[src/rtl/shade_ramp_ctrl.sv]
// ---------------------------------------------------------------------------
// shade_ramp_ctrl
//
// Purpose:
//   Decodes a one-hot time-of-day code (or a manual override) into a target
//   shade level, registers it, and then walks the physical shade position
//   toward that target one level at a time at a programmable step rate.
//   It sits between the time-of-day / user-light logic and the shade motor
//   driver, which consumes wshade and step_pulse.
//
// Parameters:
//   LEVEL_W       width of all shade levels
//   STEP_DIV      clock cycles per one-level step (>= 1)
//   NIGHT_LEVEL   target for tcode 0001
//   EVENING_LEVEL target for tcode 0010
//   DAY_LEVEL     target for tcode 0000 and 1000
//
// Ports:
//   clk        in   system clock, all state updates on rising edge
//   rst        in   synchronous active-high reset
//   tcode      in   time code: 0000 off, 0001 night, 0010 evening,
//                   0100 user, 1000 day; anything else holds the target
//   ulight     in   user light degree, used when tcode = 0100
//   ovr_en     in   manual override enable, highest priority
//   ovr_level  in   override target level
//   wshade     out  current shade position (registered)
//   target     out  registered target level
//   moving     out  high while the shade is ramping
//   dir_up     out  high while ramping upward
//   step_pulse out  one-cycle pulse in the cycle after wshade changes
//   at_target  out  wshade == target (combinational)
// ---------------------------------------------------------------------------
module shade_ramp_ctrl #(
  parameter int                 LEVEL_W       = 4,
  parameter int                 STEP_DIV      = 4,
  parameter logic [LEVEL_W-1:0] NIGHT_LEVEL   = '1,
  parameter logic [LEVEL_W-1:0] EVENING_LEVEL = LEVEL_W'(11),
  parameter logic [LEVEL_W-1:0] DAY_LEVEL     = '0
) (
  input  logic               clk,
  input  logic               rst,
  input  logic [3:0]         tcode,
  input  logic [LEVEL_W-1:0] ulight,
  input  logic               ovr_en,
  input  logic [LEVEL_W-1:0] ovr_level,
  output logic [LEVEL_W-1:0] wshade,
  output logic [LEVEL_W-1:0] target,
  output logic               moving,
  output logic               dir_up,
  output logic               step_pulse,
  output logic               at_target
);

  // A divide-by-one build still needs a one-bit prescaler so the
  // "step due" compare has something to look at; it simply never counts.
  localparam int                PRE_W    = (STEP_DIV > 1) ? $clog2(STEP_DIV) : 1;
  localparam logic [PRE_W-1:0]  PRE_LAST = PRE_W'(STEP_DIV - 1);

  typedef enum logic [1:0] {
    IDLE    = 2'd0,
    MOVE_UP = 2'd1,
    MOVE_DN = 2'd2
  } state_t;

  state_t             state;
  logic [PRE_W-1:0]   prescaler;
  logic [LEVEL_W-1:0] target_next;
  logic [LEVEL_W-1:0] wshade_inc;
  logic [LEVEL_W-1:0] wshade_dec;
  logic               tgt_above;
  logic               tgt_below;
  logic               step_due;

  // Target decode in priority order. A non-one-hot time code is treated as
  // noise on the time bus and deliberately keeps the last registered target.
  always_comb begin
    target_next = target;
    if (ovr_en) begin
      target_next = ovr_level;
    end else begin
      case (tcode)
        4'b0000, 4'b1000: target_next = DAY_LEVEL;
        4'b0001:          target_next = NIGHT_LEVEL;
        4'b0010:          target_next = EVENING_LEVEL;
        4'b0100:          target_next = ulight;
        default:          target_next = target;
      endcase
    end
  end

  // Neighbouring positions, clamped so the shade can never wrap around
  // even if the compare logic were ever bypassed.
  always_comb begin
    wshade_inc = (wshade == '1) ? wshade : wshade + LEVEL_W'(1);
    wshade_dec = (wshade == '0) ? wshade : wshade - LEVEL_W'(1);
  end

  // Unsigned comparisons of the registered target against the position and
  // the prescaler terminal count that paces each step.
  always_comb begin
    tgt_above = (target > wshade);
    tgt_below = (target < wshade);
    step_due  = (prescaler == PRE_LAST);
  end

  // Main controller. The target is re-registered every edge; the FSM always
  // works on the previously registered target, which is what gives the one
  // extra edge between an input change and the start of a move.
  // A change of target on the same side of the shade keeps the prescaler
  // running so the motor cadence is not disturbed; a reversal or an exact
  // match restarts it.
  always_ff @(posedge clk) begin
    if (rst) begin
      state      <= IDLE;
      prescaler  <= '0;
      wshade     <= '0;
      target     <= '0;
      moving     <= 1'b0;
      dir_up     <= 1'b0;
      step_pulse <= 1'b0;
    end else begin
      target     <= target_next;
      step_pulse <= 1'b0;

      case (state)
        IDLE: begin
          prescaler <= '0;
          if (tgt_above) begin
            state  <= MOVE_UP;
            moving <= 1'b1;
            dir_up <= 1'b1;
          end else if (tgt_below) begin
            state  <= MOVE_DN;
            moving <= 1'b1;
            dir_up <= 1'b0;
          end
        end

        MOVE_UP: begin
          if (tgt_above) begin
            if (step_due) begin
              wshade     <= wshade_inc;
              prescaler  <= '0;
              step_pulse <= 1'b1;
              if (wshade_inc == target) begin
                state  <= IDLE;
                moving <= 1'b0;
                dir_up <= 1'b0;
              end
            end else begin
              prescaler <= prescaler + PRE_W'(1);
            end
          end else if (tgt_below) begin
            state     <= MOVE_DN;
            prescaler <= '0;
            dir_up    <= 1'b0;
          end else begin
            state     <= IDLE;
            prescaler <= '0;
            moving    <= 1'b0;
            dir_up    <= 1'b0;
          end
        end

        MOVE_DN: begin
          if (tgt_below) begin
            if (step_due) begin
              wshade     <= wshade_dec;
              prescaler  <= '0;
              step_pulse <= 1'b1;
              if (wshade_dec == target) begin
                state  <= IDLE;
                moving <= 1'b0;
                dir_up <= 1'b0;
              end
            end else begin
              prescaler <= prescaler + PRE_W'(1);
            end
          end else if (tgt_above) begin
            state     <= MOVE_UP;
            prescaler <= '0;
            dir_up    <= 1'b1;
          end else begin
            state     <= IDLE;
            prescaler <= '0;
            moving    <= 1'b0;
            dir_up    <= 1'b0;
          end
        end

        default: begin
          state     <= IDLE;
          prescaler <= '0;
          moving    <= 1'b0;
          dir_up    <= 1'b0;
        end
      endcase
    end
  end

  assign at_target = (wshade == target);

endmodule

[config.mk]
export PLATFORM = sky130hd
export DESIGN_NAME = shade_ramp_ctrl
export DESIGN_NICKNAME = d
export VERILOG_FILES = /design/src/rtl/shade_ramp_ctrl.sv
export SDC_FILE = /design/constraint.sdc
export NUM_CORES = 1
export LEC_CHECK = 0
export ABC_CLOCK_PERIOD_IN_PS = 2200
export CORE_ASPECT_RATIO = 1.1
export CORE_MARGIN = 3
export CORE_UTILIZATION = 45
export CTS_BUF_LIST = sky130_fd_sc_hd__clkbuf_4 sky130_fd_sc_hd__clkbuf_8
export DETAILED_ROUTE_END_ITERATION = 12
export GPL_ROUTABILITY_DRIVEN = 1
export PLACE_DENSITY = 0.75
export SLEW_MARGIN = 20
export SYNTH_ARGS = -nofsm -noshare
export SYNTH_HDL_FRONTEND = slang
export SYNTH_SLANG_ARGS = --single-unit
[constraint.sdc]
create_clock -name clk -period 2.2 [get_ports clk]
set_clock_uncertainty 0.05 [all_clocks]
set_input_delay 0.22 -clock clk [delete_from_list [all_inputs] [get_ports clk]]
set_output_delay 0.22 -clock clk [all_outputs]
set_load 0.05 [all_outputs]
==> results.cfg <==
[drt]
drcViolationCount = 0
antenna_left = 0
drt-initial-drc-count = 48
via_per_inst = 5.887
drtPass1Iterations = 4
wl_per_cell_um = 14.35
vias = 1360
routed_wl_um = 3316

[sta]
fmax_ghz = 0.4520
worst_slack_ps = -12.40
layout_min_cycle_time_ps = 2212
setup_violations = 1
slew_viol_final = 0
slew_headroom = 0.5966
grt_setup_unrepaired = true
worstMarginPinSlew_ps = 603.3
fin_crit_sh = 1.006
setup-tns-final_ps = -12.40
hold_viol = 0

[setup_path]
arrival_ps = 2360
critPathLaunchType = flip-flop
max_stage_delay_ps = 390
path_buf_inv = 1
path_cells = inv_4 > ha_4 > or3b_4 > mux2_4 > xnor2_2 > nor3_2 > o21a_2 > a21oi_2 > o21ba_1
r2r_end = state[1]$_SDFFE_PP0P_
r2r-start = wshade[0]$_SDFFE_PP0P_
r2r_cells = 9
cp_max_fo = 7
path_depth = 9
crit_family = simple AND/OR/NAND/NOR gates
cp_data_required_time_ps = 2350
endpoint_kind = flip-flop
reg2reg_slack_ps = -10
crit_type = reg -> reg
crit_slowest_cell = or3b_4

[logic_synthesis]
async_flop_share = 0
syn-cell-area_sq_mm = 0.001354
synth-simple-area-share = 0.2301
synthTopCellsByArea = dfxtp_1 22%, ha_1 10%, a21oi_1 4.8%
synth.area.mux_share = 0.06377
synth_largest_area_cell = dfxtp_1
synth_nets = 187
synth_top_family_by_area = compound AO/OA/AOI/OAI gates
yosys_register_bits = 15
synthCells = 161
yosys-top-cells-count = 16 x nor2_1, 15 x dfxtp_1, 13 x a21oi_1
yosysTopAreaCellShare = 0.2218
synth_edf_count = 0
ys_types = 53
synth_flop_cell = dfxtp_1
synth-xor-area-share = 0.04436
yosys.area_share.adder = 0.1091
yosys_warnings = 0
synth.most_common_cell = nor2_1
synth_compound_area_frac = 0.2579
seq_area_frac_synth = 0.2218
avgSynthCellArea_sq_um = 8.409

[worst_hold_path]
min_to = prescaler[0]$_SDFF_PP0_
hold_depth = 1
hold_path_class = reg -> reg
min_from = prescaler[0]$_SDFF_PP0_

[cts]
cts_max_path_buffers = 2
hold_buffers = 0
cts_buffers = 3
clk_latency_ps = 290
cts_num_sinks = 15
cts_root_buf = clkbuf_4
cts_htree_levels = 1
cts_tree = yes
clk_pin_slew_ps = 100

[floorplanning]
die_w_um = 58.30
core_sq_mm = 0.002828
rows = 20
start_util = 0.4788
fp.dieH_um = 63.53
io_pins = 27
die_area_sq_mm = 0.003703

[power_and_ir_drop]
power_density_mw_per_mm2 = 521.9
switching_share = 0.4039
leakagePower_uw = 0.0006855
p_total_uw = 940.2
ir_drop_v = 0.0004916
seq_power_share = 0.338
clkPwrFrac = 0.175
combPwrFrac = 0.487
switchingPower_uw = 379.7
power.internal_uw = 560.5

[global_route]
antenna_found_initial = 0
grt_max_degree = 16
grt_usage = 0.1901
overflow = 0
grt_pass1_vias = 1311
grt_pass1_wl_um = 5595

[status]
status = finished, violations left
violations = setup timing

[job]
maxCapViolCount = 0

[placement]
routabilityCongestion = 0.8418
dp_hpwl_um = 2599
port_buffers = 26

[final_layout]
fin_util = 0.6372
diodes = 0
nNetsFinal = 225
syn2layout_area_growth_pct = 33.09
drive_above_1_share = 0.2475
fillCellCount = 242
## registers in the layout, summed over array words and instances, names as in the netlist
register / count
prescaler: 2
target: 4
moving: 1
wshade: 4
step_pulse: 1
state: 2
dir_up: 1
## power groups by stage
stage               combinational, uW  sequential (uW)  clock [uW]
floorplan                         243              385           0
detailed placement                446              324           0
global placement                  438              322           0
global route                      498              322         179
finish                            458              318         165
CTS                               448              318         169
## per-stage QoR
stage                     worst slack (ps)  cells  instance area [sq um]  hold WS [ps]
after floorplan                     -73.49    161                   1401         331.6
after global routing                -90.77    231                   1802         418.1
final                               -12.40    231                   1802         389.8
after global placement               43.58    224                   1717         363.1
after CTS                            10.77    228                   1744         392.4
after detailed placement            -15.07    224                   1717         374.6
## repair_timing
item / 4_1_cts / 5_1_grt
buffers inserted: 0 / 3
resized for setup: 0 / 9
endpoints found under the setup margin: 1 / 8
pin swaps: 1 / 5
## cells in the final DEF, fill, tap and decap left out, types with 3 or more instances in the layout
master           Yosys  layout
nand3_1              6       4
nand2b_1             4       4
buf_4                1      13
dfxtp_4              0       4
mux2i_1              6       5
a21oi_2              1       3
dfxtp_2              0       4
a22oi_1              4       4
nor3_1               4       4
inv_1                8       6
clkbuf_4             0       3
dfxtp_1             15       7
ha_1                11      10
a21oi_1             13      11
xnor2_1              4       4
o21a_1               6       6
o21ai_0              8       6
nor3b_1              3       3
clkdlybuf4s50_1      0      25
nor2_1              16      16
nand4_1              4       4
nand2_1              6       6
## final cells by class
class / instances / area, sq um / share of cell area
Clock buffer: 3 / 22.52 / 0.01250
Tap cell: 33 / 41.29 / 0.02292
Clock inverter: 1 / 5.005 / 0.002778
Timing Repair Buffer: 39 / 367.9 / 0.2042
Sequential cell: 15 / 320.3 / 0.1778
Multi-Input combinational cell: 132 / 1010 / 0.5604
Inverter: 8 / 35.03 / 0.01944
## worst max-delay path by stage
stage                      startpoint                    end  slack, ps
6_report       wshade[0]$_SDFFE_PP0P_  state[1]$_SDFFE_PP0P_        -10
5_1_grt        wshade[0]$_SDFFE_PP0P_    dir_up$_SDFFE_PP0P_        -90
4_1_cts        wshade[0]$_SDFFE_PP0P_  state[1]$_SDFFE_PP0P_         10
3_5_place_dp   wshade[0]$_SDFFE_PP0P_  state[1]$_SDFFE_PP0P_        -20
3_3_place_gp   wshade[0]$_SDFFE_PP0P_  state[1]$_SDFFE_PP0P_         40
2_1_floorplan  wshade[0]$_SDFFE_PP0P_  state[1]$_SDFFE_PP0P_        -70
## cell families (layout without fill, tap and decap cells)
group	count (synthesis)	count (layout)
and+or+nand+nor	56	56
adders and majority gates	12	12
buffers and inverters	14	51
xor gates and xnor gates	6	6
DFF	15	15
AOI/OAI and AO/OA	50	50
muxes	8	8
## routing by layer
metal | global-route usage | vias to the layer above | share of wire
li1 | - | 675 | -
met1 | 0.2265 | 626 | 0.43
met2 | 0.3296 | 50 | 0.50
met3 | 0.03074 | 9 | 0.049
met4 | 0.07536 | 0 | 0.021
met5 | 0 | - | 0
Power figures use the tool's default switching activity.
